===== src/rtl/prince_round_ctrl_pkg.sv =====
// Shared definitions for the PRINCE round controller: operation selects,
// FSM state encoding, round-constant table and the alpha reflection constant.
package prince_round_ctrl_pkg;

   typedef enum logic [2:0] {
      OP_HOLD  = 3'd0,
      OP_LOAD  = 3'd1,
      OP_FWD   = 3'd2,
      OP_MID   = 3'd3,
      OP_INV   = 3'd4,
      OP_FINAL = 3'd5
   } op_sel_e;

   typedef enum logic [2:0] {
      ST_IDLE  = 3'd0,
      ST_FWD   = 3'd1,
      ST_MID   = 3'd2,
      ST_INV   = 3'd3,
      ST_FINAL = 3'd4,
      ST_DONE  = 3'd5
   } ctrl_state_e;

   localparam logic [63:0] ALPHA_DEFAULT = 64'hc0ac29b7c97c50dd;

   localparam logic [63:0] RC_00 = 64'h0000000000000000;
   localparam logic [63:0] RC_01 = 64'h13198a2e03707344;
   localparam logic [63:0] RC_02 = 64'ha4093822299f31d0;
   localparam logic [63:0] RC_03 = 64'h082efa98ec4e6c89;
   localparam logic [63:0] RC_04 = 64'h452821e638d01377;
   localparam logic [63:0] RC_05 = 64'hbe5466cf34e90c6c;
   localparam logic [63:0] RC_06 = 64'h7ef84f78fd955cb1;
   localparam logic [63:0] RC_07 = 64'h85840851f1ac43aa;
   localparam logic [63:0] RC_08 = 64'hc882d32f25323c54;
   localparam logic [63:0] RC_09 = 64'h64a51195e0e3610d;
   localparam logic [63:0] RC_10 = 64'hd3b5a399ca0c2399;
   localparam logic [63:0] RC_11 = 64'hc0ac29b7c97c50dd;

   // Unused indices 12..15 read as zero so a stray index never injects a constant.
   function automatic logic [63:0] rc_lookup(input logic [3:0] idx);
      logic [63:0] val;
      case (idx)
         4'd0:    val = RC_00;
         4'd1:    val = RC_01;
         4'd2:    val = RC_02;
         4'd3:    val = RC_03;
         4'd4:    val = RC_04;
         4'd5:    val = RC_05;
         4'd6:    val = RC_06;
         4'd7:    val = RC_07;
         4'd8:    val = RC_08;
         4'd9:    val = RC_09;
         4'd10:   val = RC_10;
         4'd11:   val = RC_11;
         default: val = 64'h0;
      endcase
      return val;
   endfunction

endpackage


===== src/rtl/prince_round_ctrl_if.sv =====
// Handshake and datapath-control bundle between the PRINCE round controller
// (slave) and the block source / round datapath / result consumer (master).
interface prince_round_ctrl_if;
   import prince_round_ctrl_pkg::*;

   logic        in_valid;
   logic        in_ready;
   logic        decrypt_in;
   logic        out_valid;
   logic        out_ready;
   logic        state_en;
   op_sel_e     op_sel;
   logic [63:0] rc;
   logic [3:0]  rc_idx;
   logic        dec_mode;
   logic [63:0] alpha;
   logic        busy;

   modport slave (
      input  in_valid,
      input  decrypt_in,
      input  out_ready,
      output in_ready,
      output out_valid,
      output state_en,
      output op_sel,
      output rc,
      output rc_idx,
      output dec_mode,
      output alpha,
      output busy
   );

   modport master (
      output in_valid,
      output decrypt_in,
      output out_ready,
      input  in_ready,
      input  out_valid,
      input  state_en,
      input  op_sel,
      input  rc,
      input  rc_idx,
      input  dec_mode,
      input  alpha,
      input  busy
   );

endinterface


===== src/rtl/prince_round_ctrl_rc_rom.sv =====
// Combinational PRINCE round-constant ROM, indexed 0..11.
module prince_rc_rom
   import prince_round_ctrl_pkg::*;
(
   input  logic [3:0]  idx,
   output logic [63:0] rc
);

   always_comb begin
      rc = rc_lookup(idx);
   end

endmodule


===== src/rtl/prince_round_ctrl.sv =====
// Sequencer for the iterative PRINCE datapath: load/whiten, forward rounds,
// middle layer, inverse rounds, final whitening, then hold the result.
//
//   state    | meaning
//   ---------+-----------------------------------------------------------
//   IDLE     | ready for a block; LOAD op, state_en follows in_valid
//   FWD      | HALF_ROUNDS forward rounds, rc_idx 1..HALF_ROUNDS
//   MID      | one middle-layer cycle, rc_idx 0
//   INV      | HALF_ROUNDS inverse rounds, rc_idx 11-HALF_ROUNDS..10
//   FINAL    | final whitening with RC11
//   DONE     | result held in the datapath, out_valid until out_ready
module prince_round_ctrl
   import prince_round_ctrl_pkg::*;
#(
   parameter int          HALF_ROUNDS = 5,
   parameter logic [63:0] ALPHA       = ALPHA_DEFAULT
) (
   input  logic                  clk,
   input  logic                  rst_n,
   prince_round_ctrl_if.slave    bus
);

   localparam logic [3:0] HR4     = 4'(HALF_ROUNDS);
   localparam logic [2:0] HR_LAST = 3'(HALF_ROUNDS - 1);

   ctrl_state_e state, state_nxt;
   logic [2:0]  cnt, cnt_nxt;
   logic        dec_mode, dec_mode_nxt;

   logic        in_ready;
   logic        out_valid;
   logic        state_en;
   logic        busy;
   op_sel_e     op_sel;
   logic [3:0]  rc_idx;
   logic [63:0] rc;

   always_ff @(posedge clk or negedge rst_n) begin
      if (!rst_n) begin
         state    <= ST_IDLE;
         cnt      <= 3'd0;
         dec_mode <= 1'b0;
      end else begin
         state    <= state_nxt;
         cnt      <= cnt_nxt;
         dec_mode <= dec_mode_nxt;
      end
   end

   // cnt is a down-counter: it starts at HALF_ROUNDS-1 for each round phase
   // and the phase ends on terminal count 0; rc_idx is derived from it.
   always_comb begin
      state_nxt    = state;
      cnt_nxt      = cnt;
      dec_mode_nxt = dec_mode;
      in_ready     = 1'b0;
      out_valid    = 1'b0;
      state_en     = 1'b0;
      busy         = 1'b1;
      op_sel       = OP_HOLD;
      rc_idx       = 4'd0;

      case (state)
         ST_IDLE: begin
            busy     = 1'b0;
            in_ready = 1'b1;
            op_sel   = OP_LOAD;
            state_en = bus.in_valid;
            if (bus.in_valid) begin
               state_nxt    = ST_FWD;
               cnt_nxt      = HR_LAST;
               dec_mode_nxt = bus.decrypt_in;
            end
         end

         ST_FWD: begin
            op_sel   = OP_FWD;
            state_en = 1'b1;
            rc_idx   = HR4 - {1'b0, cnt};
            if (cnt == 3'd0) begin
               state_nxt = ST_MID;
            end else begin
               cnt_nxt = cnt - 3'd1;
            end
         end

         ST_MID: begin
            op_sel    = OP_MID;
            state_en  = 1'b1;
            state_nxt = ST_INV;
            cnt_nxt   = HR_LAST;
         end

         ST_INV: begin
            op_sel   = OP_INV;
            state_en = 1'b1;
            rc_idx   = 4'd10 - {1'b0, cnt};
            if (cnt == 3'd0) begin
               state_nxt = ST_FINAL;
            end else begin
               cnt_nxt = cnt - 3'd1;
            end
         end

         ST_FINAL: begin
            op_sel    = OP_FINAL;
            state_en  = 1'b1;
            rc_idx    = 4'd11;
            state_nxt = ST_DONE;
         end

         ST_DONE: begin
            out_valid = 1'b1;
            if (bus.out_ready) begin
               state_nxt = ST_IDLE;
            end
         end

         default: begin
            busy      = 1'b0;
            state_nxt = ST_IDLE;
            cnt_nxt   = 3'd0;
         end
      endcase
   end

   prince_rc_rom u_rc_rom (
      .idx (rc_idx),
      .rc  (rc)
   );

   assign bus.in_ready  = in_ready;
   assign bus.out_valid = out_valid;
   assign bus.state_en  = state_en;
   assign bus.busy      = busy;
   assign bus.op_sel    = op_sel;
   assign bus.rc_idx    = rc_idx;
   assign bus.rc        = rc;
   assign bus.dec_mode  = dec_mode;
   assign bus.alpha     = ALPHA;

endmodule


===== src/flat_wrapper.sv =====
// flat-port wrapper written by rule: the top's interface ports become plain ports
module prince_round_ctrl_flat import prince_round_ctrl_pkg::*;
#(
   parameter int          HALF_ROUNDS = 5,
   parameter logic [63:0] ALPHA       = ALPHA_DEFAULT
)
  (clk, rst_n, bus_in_valid, bus_decrypt_in, bus_out_ready, bus_in_ready, bus_out_valid, bus_state_en, bus_op_sel, bus_rc, bus_rc_idx, bus_dec_mode, bus_alpha, bus_busy);
  prince_round_ctrl_if bus_i ();
  input  logic clk;
  input  logic rst_n;
  input wire logic [$bits(bus_i.in_valid)-1:0] bus_in_valid;
  input wire logic [$bits(bus_i.decrypt_in)-1:0] bus_decrypt_in;
  input wire logic [$bits(bus_i.out_ready)-1:0] bus_out_ready;
  output wire logic [$bits(bus_i.in_ready)-1:0] bus_in_ready;
  output wire logic [$bits(bus_i.out_valid)-1:0] bus_out_valid;
  output wire logic [$bits(bus_i.state_en)-1:0] bus_state_en;
  output wire logic [$bits(bus_i.op_sel)-1:0] bus_op_sel;
  output wire logic [$bits(bus_i.rc)-1:0] bus_rc;
  output wire logic [$bits(bus_i.rc_idx)-1:0] bus_rc_idx;
  output wire logic [$bits(bus_i.dec_mode)-1:0] bus_dec_mode;
  output wire logic [$bits(bus_i.alpha)-1:0] bus_alpha;
  output wire logic [$bits(bus_i.busy)-1:0] bus_busy;
  assign bus_i.in_valid = bus_in_valid;
  assign bus_i.decrypt_in = bus_decrypt_in;
  assign bus_i.out_ready = bus_out_ready;
  assign bus_in_ready = bus_i.in_ready;
  assign bus_out_valid = bus_i.out_valid;
  assign bus_state_en = bus_i.state_en;
  assign bus_op_sel = bus_i.op_sel;
  assign bus_rc = bus_i.rc;
  assign bus_rc_idx = bus_i.rc_idx;
  assign bus_dec_mode = bus_i.dec_mode;
  assign bus_alpha = bus_i.alpha;
  assign bus_busy = bus_i.busy;
  prince_round_ctrl #(.HALF_ROUNDS(HALF_ROUNDS), .ALPHA(ALPHA)) u_core (.clk(clk), .rst_n(rst_n), .bus(bus_i));
endmodule

===== config.mk =====
export PLATFORM = sky130hd
export DESIGN_NAME = prince_round_ctrl_flat
export DESIGN_NICKNAME = d
export VERILOG_FILES = /design/src/rtl/prince_round_ctrl_pkg.sv /design/src/rtl/prince_round_ctrl_if.sv /design/src/rtl/prince_round_ctrl_rc_rom.sv /design/src/rtl/prince_round_ctrl.sv /design/src/flat_wrapper.sv
export SDC_FILE = /design/constraint.sdc
export NUM_CORES = 1
export LEC_CHECK = 0
export BUFFER_PORTS_ARGS = -buffer_cell sky130_fd_sc_hd__buf_2
export CELL_PAD_IN_SITES_DETAIL_PLACEMENT = 0
export CELL_PAD_IN_SITES_GLOBAL_PLACEMENT = 1
export CORE_MARGIN = 1.5
export CORE_UTILIZATION = 24
export DETAILED_ROUTE_END_ITERATION = 6
export PLACE_DENSITY_LB_ADDON = 0.1
export RECOVER_POWER = 50
export SLEW_MARGIN = 0
export SYNTH_ARGS = -nofsm -noshare
export SYNTH_HDL_FRONTEND = slang
export SYNTH_SLANG_ARGS = --single-unit

===== constraint.sdc =====
create_clock -name clk -period 3.1 [get_ports clk]
set_clock_uncertainty 0.2 [all_clocks]
set_input_delay 0.155 -clock clk [delete_from_list [all_inputs] [get_ports clk]]
set_output_delay 0.155 -clock clk [all_outputs]
set_load 0.005 [all_outputs]

==> flow_summary.ini, run 1 <==
[outcome]
run_status = complete, no violations

[logic_synthesis]
synth_common_cells = buf_4, nand2_1, ha_1
synth_enable_flop_cells = 0
synthesis.area_per_instance_sq_um = 7.41
synth.area.top_cells = buf_4, ha_1, dfrtp_1, nand2_1, nand3_1
synth_flop_cell = dfrtp_1
synth_largest_type_area_fraction_pct = 38.3
synth_cell_types = 40
yosysMostFrequentCell = buf_4
netlist_instances = 246
synth_sequential_area_ratio_pct = 9.62
synthesis.yosys.warnings = 0
ys_seq_elements = 7
synth_largest_area_cell = buf_4
synth.cell_area_sq_mm = 0.00182
async_reset_ff_share_pct = 100

[detailed_routing]
totalWireLength_um = 4190
route.vias.total = 1537
wire_per_inst_um = 10.5
routed_via_density = 3.85
first_iteration_detailed_routing_drc_count = 31
drtAntennaViolNets = 0
detailed_router_iteration_count_before_antenna_repair = 4
count_of_unresolved_drc_violations_after_routing = 0

[worst_hold_path]
min_path_type = input pin to flip-flop

[placement]
post-dp-hpwl_um = 3330
number_of_i_o_port_buffers = 79
routabilityCongestion = 0.821

[critical_path]
worst_path_cell_trace = inv_1 > ha_1 > mux2_2 > o21ai_1 > inv_2 > ha_1 > or3_1 > nand3_1 > buf_2
cp_slowest_cell = dfrtp_1
cp_data_required_time_ns = 2.74
endpoint = bus_rc[63]
critical_path_arrival_ns = 2.50
cp-start-kind = flip-flop
worstSetupEndpointType = output pin
worstSetupStartpoint = u_core.cnt[0]
crit-reg2reg-launch = u_core.cnt[1]
worst_r2r_path_depth = 6
critPathMaxFanout = 7
worst_path_most_repeated_cell = ha_1
critical_path_class = flip-flop to output pin
worst_r2r_endpoint = u_core.cnt[0]
critPathMaxStageDelay_ns = 0.40
register_to_register_setup_slack_ns = 0.98

[global_route]
via_count_of_the_first_global_routing_pass = 1263
grt_usage_pct = 9.44
wire_length_of_the_first_global_routing_pass_um = 6510
antenna_found_initial = 0
global_route.overflow_total = 0
largest_net_degree_at_the_start_of_global_routing = 28

[finish]
drive_gt1_share_pct = 32.7
num_antenna_cells = 0
layout.nets = 322
flow.area_growth_from_synthesis_pct = 7.97

[clocking]
numCtsBuffers = 3
clk_path_buf_depth = 2
insertion_delay_ns = 0.23
clkTransAtPathRegs_ns = 0.05
cts.root.buffer_cell = clkbuf_8
h-tree-depth = 1
cts_tree = built
clock_sinks = 7

[floorplan]
fp.dieArea_sq_mm = 0.00812
floorplan.rows = 31
coreArea_sq_mm = 0.00729
ios = 145
die_h_um = 90.1
initial_core_utilization_pct = 25.0
floorplan.die.width_um = 90.1

[sta]
slew_viol_final = 0
grt_setup_unrepaired = no
final_cycle_share_pct = 92.0
report.final.hold_viol_count = 0
totalNegativeSetupSlack_ns = 0
min_period_ns = 2.85
fmax_ghz = 0.351
setup-violations-final = 0

[flow_run]
drv.max_cap_violation_count = 0
state kept, by name, summed over array words and instances (netlist names):
signal	cells
u_core.cnt	3
u_core.bus.dec_mode	1
u_core.state	3
routing by layer:
metal | share of wire (%) | wire length (um) | vias up | GRT usage, %
met1 | 45 | 1860 | 694 | 12.1
li1 | - | - | 754 | -
met4 | 0.50 | 21 | 0 | 1.19
met2 | 47 | 1990 | 87 | 17.0
met3 | 7.5 | 315 | 2 | 1.52
met5 | 0 | 0 | - | 0
metrics by stage:
| step | instance area, sq um | cells | hold WS, ns | setup slack, ns | utilization, % |
|---|---|---|---|---|---|
| floorplan | 2060 | 309 | -0.341 | 0.173 | - |
| global placement | 1880 | 393 | -0.195 | 0.334 | 25.8 |
| detailed placement | 1880 | 393 | -0.196 | 0.263 | 25.8 |
| CTS | 1950 | 399 | 0.0280 | 0.0271 | 26.7 |
| global route | 1970 | 399 | 0.0629 | 0.00923 | 27.0 |
| finish | 1970 | 399 | 0.0273 | 0.250 | 27.0 |
logic make-up (layout without fill, tap and decap cells):
group,count (synthesis),count (layout),synth area share [%]
other,2,65,0.412
flip-flops,7,7,9.62
multiplexers,6,6,3.50
AND/OR/NAND/NOR,66,66,17.7
adder cells (fa/ha/maj),16,16,11.0
AO/OA/AOI/OAI,35,35,12.4
XOR/XNOR,5,5,2.40
buffers and inverters,109,100,42.9
area by class of cell:
cell class | count | area [sq um]
repair buffers | 87 | 452
well taps | 99 | 124
clock buffers | 3 | 41.3
inverters | 9 | 40.0
multi-input cells | 193 | 1130
fillers | 851 | 5330
clock inverters | 1 | 5.00
flip-flops and latches | 7 | 175
placed cells by master (no fill, tap or decap), types with 2 or more instances in the layout:
| master | n |
|---|---|
| a21o_1 | 2 |
| a21oi_1 | 6 |
| and2_1 | 3 |
| buf_2 | 74 |
| buf_4 | 5 |
| clkbuf_1 | 5 |
| clkbuf_8 | 3 |
| clkinv_2 | 2 |
| conb_1 | 65 |
| dfrtp_1 | 7 |
| dlygate4sd3_1 | 2 |
| ha_1 | 15 |
| inv_1 | 6 |
| mux2_2 | 3 |
| mux2i_1 | 2 |
| nand2_1 | 21 |
| nand2b_1 | 4 |
| nand3_1 | 14 |
| nand3b_1 | 2 |
| nor2_1 | 14 |
| nor2b_1 | 2 |
| o21ai_0 | 11 |
| o21ai_1 | 4 |
| o31ai_1 | 2 |
| xnor2_1 | 2 |
| xor2_1 | 2 |
repair_timing:
| action | 4_1_cts | 5_1_grt |
|---|---|---|
| gates resized for setup | 1 | 7 |
| setup endpoints to repair | 5 | 20 |
| hold buffers | 2 | 0 |
| hold endpoints to repair | 8 | 0 |
| buffers inserted | 0 | 0 |
worst min-delay path by stage:
stage / from / to / cells past startpoint
2_1_floorplan: rst_n / u_core.bus.dec_mode / 0
3_3_place_gp: rst_n / u_core.cnt[1] / 1
3_5_place_dp: rst_n / u_core.cnt[1] / 1
4_1_cts: bus_out_ready / u_core.state[0] / 3
5_1_grt: bus_out_ready / u_core.state[2] / 3
6_report: bus_out_ready / u_core.state[0] / 3
worst max-delay path: cells and delay by family (launching register included):
family                   cells  cell delay, ns
AND/OR/NAND/NOR              2            0.50
flip-flops                   1            0.40
adder cells (fa/ha/maj)      2            0.56
AO/OA/AOI/OAI                1            0.19
multiplexers                 1            0.28
buffers and inverters        3            0.35
Power of run 1 is not shown: default switching activity piles up to over one toggle a cycle in this logic, so the estimate is an artifact.
==> run 2: changes to the inputs <==
--- a/config.mk
+++ b/config.mk
@@ -5,10 +5,11 @@
 export SDC_FILE = /design/constraint.sdc
 export NUM_CORES = 1
 export LEC_CHECK = 0
+export ABC_CLOCK_PERIOD_IN_PS = 3100
 export BUFFER_PORTS_ARGS = -buffer_cell sky130_fd_sc_hd__buf_2
 export CELL_PAD_IN_SITES_DETAIL_PLACEMENT = 0
 export CELL_PAD_IN_SITES_GLOBAL_PLACEMENT = 1
-export CORE_MARGIN = 1.5
+export CORE_MARGIN = 4
 export CORE_UTILIZATION = 24
 export DETAILED_ROUTE_END_ITERATION = 6
 export PLACE_DENSITY_LB_ADDON = 0.1
==> run 2 against run 1 <==
Core utilization fell by 0.43 points. Non-clock buffer count is 1 higher. Sequential share of layout area grew 0.097 points. Via count hardly changed. Cell count is 0.25% higher. Critical path depth is the same.
==> flow_summary.ini, run 2 (synthesis results as in run 1) <==
[detailed_routing]
drtAntennaViolNets = 0
detailed_router_iteration_count_before_antenna_repair = 4
wire_per_inst_um = 11.1
count_of_unresolved_drc_violations_after_routing = 0
totalWireLength_um = 4420
first_iteration_detailed_routing_drc_count = 47
route.vias.total = 1536
routed_via_density = 3.84

[finish]
multi_input_comb_area_sq_mm = 0.00112
filler_cell_count = 826
largest_registers = u_core.cnt x3, u_core.state x3, u_core.bus.dec_mode x1
flow.area_growth_from_synthesis_pct = 6.80
drive_gt1_share_pct = 27.9
layout_commonest_cell = conb_1
seq_area_sq_um = 175
layout_common_cells = conb_1, buf_2, nand2_1
layout.nets = 323
num_antenna_cells = 0

[global_route]
grt_usage_pct = 8.26
largest_net_degree_at_the_start_of_global_routing = 18
wire_length_of_the_first_global_routing_pass_um = 6080
global_route.overflow_total = 0
antenna_found_initial = 0
via_count_of_the_first_global_routing_pass = 1251

[sta]
grt_setup_unrepaired = no
setup-violations-final = 0
final_cycle_share_pct = 92.5
report.final.hold_viol_count = 0
totalNegativeSetupSlack_ns = 0
fmax_ghz = 0.349
worst_pin_slew_ns = 0.505
min_period_ns = 2.87
slew_headroom_pct = 66.0
slew_viol_final = 0

[placement]
post-dp-hpwl_um = 3770
routabilityCongestion = 0.731
number_of_i_o_port_buffers = 79

[critical_path]
cp_slowest_cell = dfrtp_1
critPathMaxStageDelay_ns = 0.41
worstSetupEndpointType = output pin
critical_path_class = flip-flop to output pin
cp_data_required_time_ns = 2.74
register_to_register_setup_slack_ns = 0.99
critical_path_arrival_ns = 2.51
critPathMaxFanout = 7
cp-start-kind = flip-flop
worst_path_cell_trace = inv_1 > ha_1 > mux2_2 > o21ai_1 > inv_1 > ha_1 > or3_1 > nand3_1 > buf_2

[clocking]
clkTransAtPathRegs_ns = 0.04
clock_sinks = 7
numCtsBuffers = 3
clk_path_buf_depth = 2
cts_tree = built
h-tree-depth = 1
insertion_delay_ns = 0.22
post-cts-setup-buffer-count = 0
cts.root.buffer_cell = clkbuf_8

[floorplan]
floorplan.rows = 31
fp.dieArea_sq_mm = 0.00905
floorplan.die.width_um = 95.1
initial_core_utilization_pct = 24.9
die_h_um = 95.1
ios = 145
coreArea_sq_mm = 0.00733

[flow_run]
drv.max_cap_violation_count = 0

[outcome]
run_status = complete, no violations

[worst_hold_path]
min_path_type = input pin to flip-flop
run 2: layout make-up:
| cell class | count | share of cell area [%] |
|---|---|---|
| flip-flops and latches | 7 | 9.00 |
| repair buffers | 88 | 22.9 |
| inverters | 9 | 2.06 |
| well taps | 99 | 6.37 |
| multi-input cells | 193 | 57.4 |
| clock buffers | 4 | 2.32 |
run 2: repair_timing:
item,4_1_cts,5_1_grt
endpoints found under the setup margin,0,16
resized for setup,0,5
hold buffers,2,0
hold endpoints to repair,8,0
run 2: critical path: cells and delay by family (launching register included):
| family | cells | cell delay, ns |
|---|---|---|
| adder cells (fa/ha/maj) | 2 | 0.58 |
| AND/OR/NAND/NOR | 2 | 0.49 |
| flip-flops | 1 | 0.41 |
| buffers and inverters | 3 | 0.40 |
| multiplexers | 1 | 0.27 |
| AO/OA/AOI/OAI | 1 | 0.15 |
run 2: per-layer routing:
layer,wire length [um],part of all wire (%),GRT usage [%],vias to the layer above
met5,0,0,0,-
met1,1660,38,10.0,687
li1,-,-,-,761
met4,0,0,1.08,0
met3,552,12,1.10,0
met2,2200,50,15.7,88
run 2: worst paths after layout:
path	start	end	cells after the start
worst max register to register	u_core.cnt[1]	u_core.cnt[0]	6
worst min register to register	u_core.bus.dec_mode	u_core.bus.dec_mode	1
min in group asynchronous	rst_n	u_core.state[0]	2
max in group asynchronous	rst_n	u_core.cnt[2]	2
worst max-delay path	u_core.cnt[0]	bus_rc[63]	9
worst min-delay path	bus_out_ready	u_core.state[0]	3
run 2: through the flow:
step,area [sq um],setup slack (ns),utilization (%),cells,hold slack [ns]
3_5_place_dp,1890,0.289,25.8,394,-0.200
2_1_floorplan,2060,0.173,-,309,-0.341
5_1_grt,1950,0.0455,26.5,400,0.0635
4_1_cts,1950,0.0341,26.6,400,0.0628
3_3_place_gp,1890,0.337,25.8,394,-0.204
6_report,1950,0.231,26.5,400,0.0588
Power of run 2 is left out for the same reason.
==> run 3: changes to the inputs <==
--- a/config.mk
+++ b/config.mk
@@ -6,14 +6,15 @@
 export NUM_CORES = 1
 export LEC_CHECK = 0
 export ABC_CLOCK_PERIOD_IN_PS = 3100
-export BUFFER_PORTS_ARGS = -buffer_cell sky130_fd_sc_hd__buf_2
 export CELL_PAD_IN_SITES_DETAIL_PLACEMENT = 0
 export CELL_PAD_IN_SITES_GLOBAL_PLACEMENT = 1
 export CORE_MARGIN = 4
-export CORE_UTILIZATION = 24
+export CORE_UTILIZATION = 38
 export DETAILED_ROUTE_END_ITERATION = 6
+export DONT_BUFFER_PORTS = 1
 export PLACE_DENSITY_LB_ADDON = 0.1
 export RECOVER_POWER = 50
+export SETUP_SLACK_MARGIN = 0.4
 export SLEW_MARGIN = 0
 export SYNTH_ARGS = -nofsm -noshare
 export SYNTH_HDL_FRONTEND = slang
==> run 3 against run 2 <==
Global-route usage is 3.5 points higher. Register-to-register slack worse by 0.18 ns. Highest routed layer unchanged. Count of clock-buffer cells in the layout stayed put. Design area is 18% lower. Critical path depth is 3 lower. Sequential share of layout area is 1.9 points higher. Critical endpoint is now bus_rc[46]. Via count is 17% lower. Worst setup slack better by 0.24 ns. Die area is 34% lower. Cell count is 31% lower. First-iteration DRC count is 21% lower. Critical path type unchanged.
==> flow_summary.ini, run 3 (synthesis results as in run 1) <==
[outcome]
run_status = complete, no violations

[finish]
final_area_sq_mm = 0.00160
multi_input_comb_area_sq_mm = 0.00118
layout.nets = 247
layout_common_cells = conb_1, nand2_1, ha_1
largest_registers = u_core.cnt x3, u_core.state x3, u_core.bus.dec_mode x1
filler_cell_count = 503
num_antenna_cells = 0
drive_gt1_share_pct = 14.7
layout_commonest_cell = conb_1
flow.area_growth_from_synthesis_pct = -12.0
seq_area_sq_um = 175

[floorplan]
initial_core_utilization_pct = 40.4
floorplan.die.width_um = 77.2
die_h_um = 77.2
floorplan.rows = 24
fp.dieArea_sq_mm = 0.00597
coreArea_sq_mm = 0.00450
ios = 145

[critical_path]
worst_r2r_endpoint = u_core.bus.dec_mode
cp-start-kind = flip-flop
register_to_register_setup_slack_ns = 0.81
cp_data_required_time_ns = 2.74
worst_r2r_path_depth = 5
crit-reg2reg-launch = u_core.state[2]
critical_path_arrival_ns = 2.27
critPathMaxFanout = 8
worstSetupEndpointType = output pin
critical_path_class = flip-flop to output pin

[sta]
fmax_ghz = 0.381
final_cycle_share_pct = 84.7
report.final.hold_viol_count = 0
slew_headroom_pct = 66.4
grt_setup_unrepaired = yes
setup-violations-final = 0
min_period_ns = 2.62
post-route-worst-setup-slack_ns = 0.476
slew_viol_final = 0
totalNegativeSetupSlack_ns = 0
worst_pin_slew_ns = 0.499

[detailed_routing]
count_of_unresolved_drc_violations_after_routing = 0
routed_via_density = 4.60
first_iteration_detailed_routing_drc_count = 37
route.vias.total = 1275
totalWireLength_um = 3760
drtAntennaViolNets = 0
detailed_router_iteration_count_before_antenna_repair = 4
wire_per_inst_um = 13.6

[global_route]
largest_net_degree_at_the_start_of_global_routing = 19
global_route.overflow_total = 0
antenna_found_initial = 0
wire_length_of_the_first_global_routing_pass_um = 6010
grt_usage_pct = 11.8
via_count_of_the_first_global_routing_pass = 1177

[clocking]
cts.root.buffer_cell = clkbuf_8
numCtsBuffers = 3
clk_path_buf_depth = 2
h-tree-depth = 1
clock_sinks = 7
insertion_delay_ns = 0.22
clkTransAtPathRegs_ns = 0.04
cts_tree = built

[flow_run]
drv.max_cap_violation_count = 0

[worst_hold_path]
min_path_type = input pin to asynchronous set/reset pin

[placement]
post-dp-hpwl_um = 3050
dp_slack_ns = 0.386
routabilityCongestion = 0.751
number_of_i_o_port_buffers = 0
place_area_sq_mm = 0.00142
## run 3: stage by stage
step | hold WS, ns | util [%] | cells
floorplan | -0.341 | - | 309
global placement | -0.340 | 31.6 | 265
detailed placement | -0.340 | 31.6 | 265
CTS | 0.0594 | 35.0 | 276
global route | 0.0847 | 35.6 | 277
finish | 0.0568 | 35.6 | 277
## run 3: per-layer routing
metal	up-vias	share of wire (%)	track usage, %
li1	608	-	-
met4	0	0	2.67
met1	589	37	13.2
met5	-	0	0
met3	0	11	3.04
met2	78	52	22.0
## run 3: cell type report
class                           instances  area share, %
Inverter                                9           2.73
Timing Repair Buffer                   11           5.77
Timing Repair inverter                  1          0.312
Sequential cell                         7           10.9
Clock buffer                            4           2.81
Multi-Input combinational cell        193           73.4
Tap cell                               52           4.06
## run 3: worst max-delay path by stage
| stage | start | to | slack, ns | cells after the start |
|---|---|---|---|---|
| 5_1_grt | u_core.state[2] | bus_rc[46] | 0.30 | 6 |
| 3_5_place_dp | u_core.cnt[0] | bus_rc[46] | 0.39 | 8 |
| 3_3_place_gp | u_core.cnt[2] | bus_rc[63] | 0.48 | 7 |
| 2_1_floorplan | u_core.cnt[0] | bus_rc[11] | 0.44 | 9 |
| 4_1_cts | u_core.cnt[2] | bus_rc[36] | 0.42 | 8 |
| 6_report | u_core.state[2] | bus_rc[46] | 0.48 | 6 |
## run 3: repair_timing
action / in CTS / in global routing
hold buffers: 4 / 0
pin swaps: 0 / 2
endpoints found under the setup margin: 47 / 21
gates resized for setup: 15 / 10
gates cloned: 1 / 0
setup buffers: 2 / 1
endpoints found under the hold margin: 10 / 0
## run 3: worst max-delay path, stage by stage, from the launching register on
cell and delay (ns):
dfrtp_1 0.44, or3b_1 0.50, o21a_2 0.24, inv_1 0.19, ha_1 0.22, mux2i_1 0.13
o21ai_2 0.33
Power of run 3 is left out for the same reason.
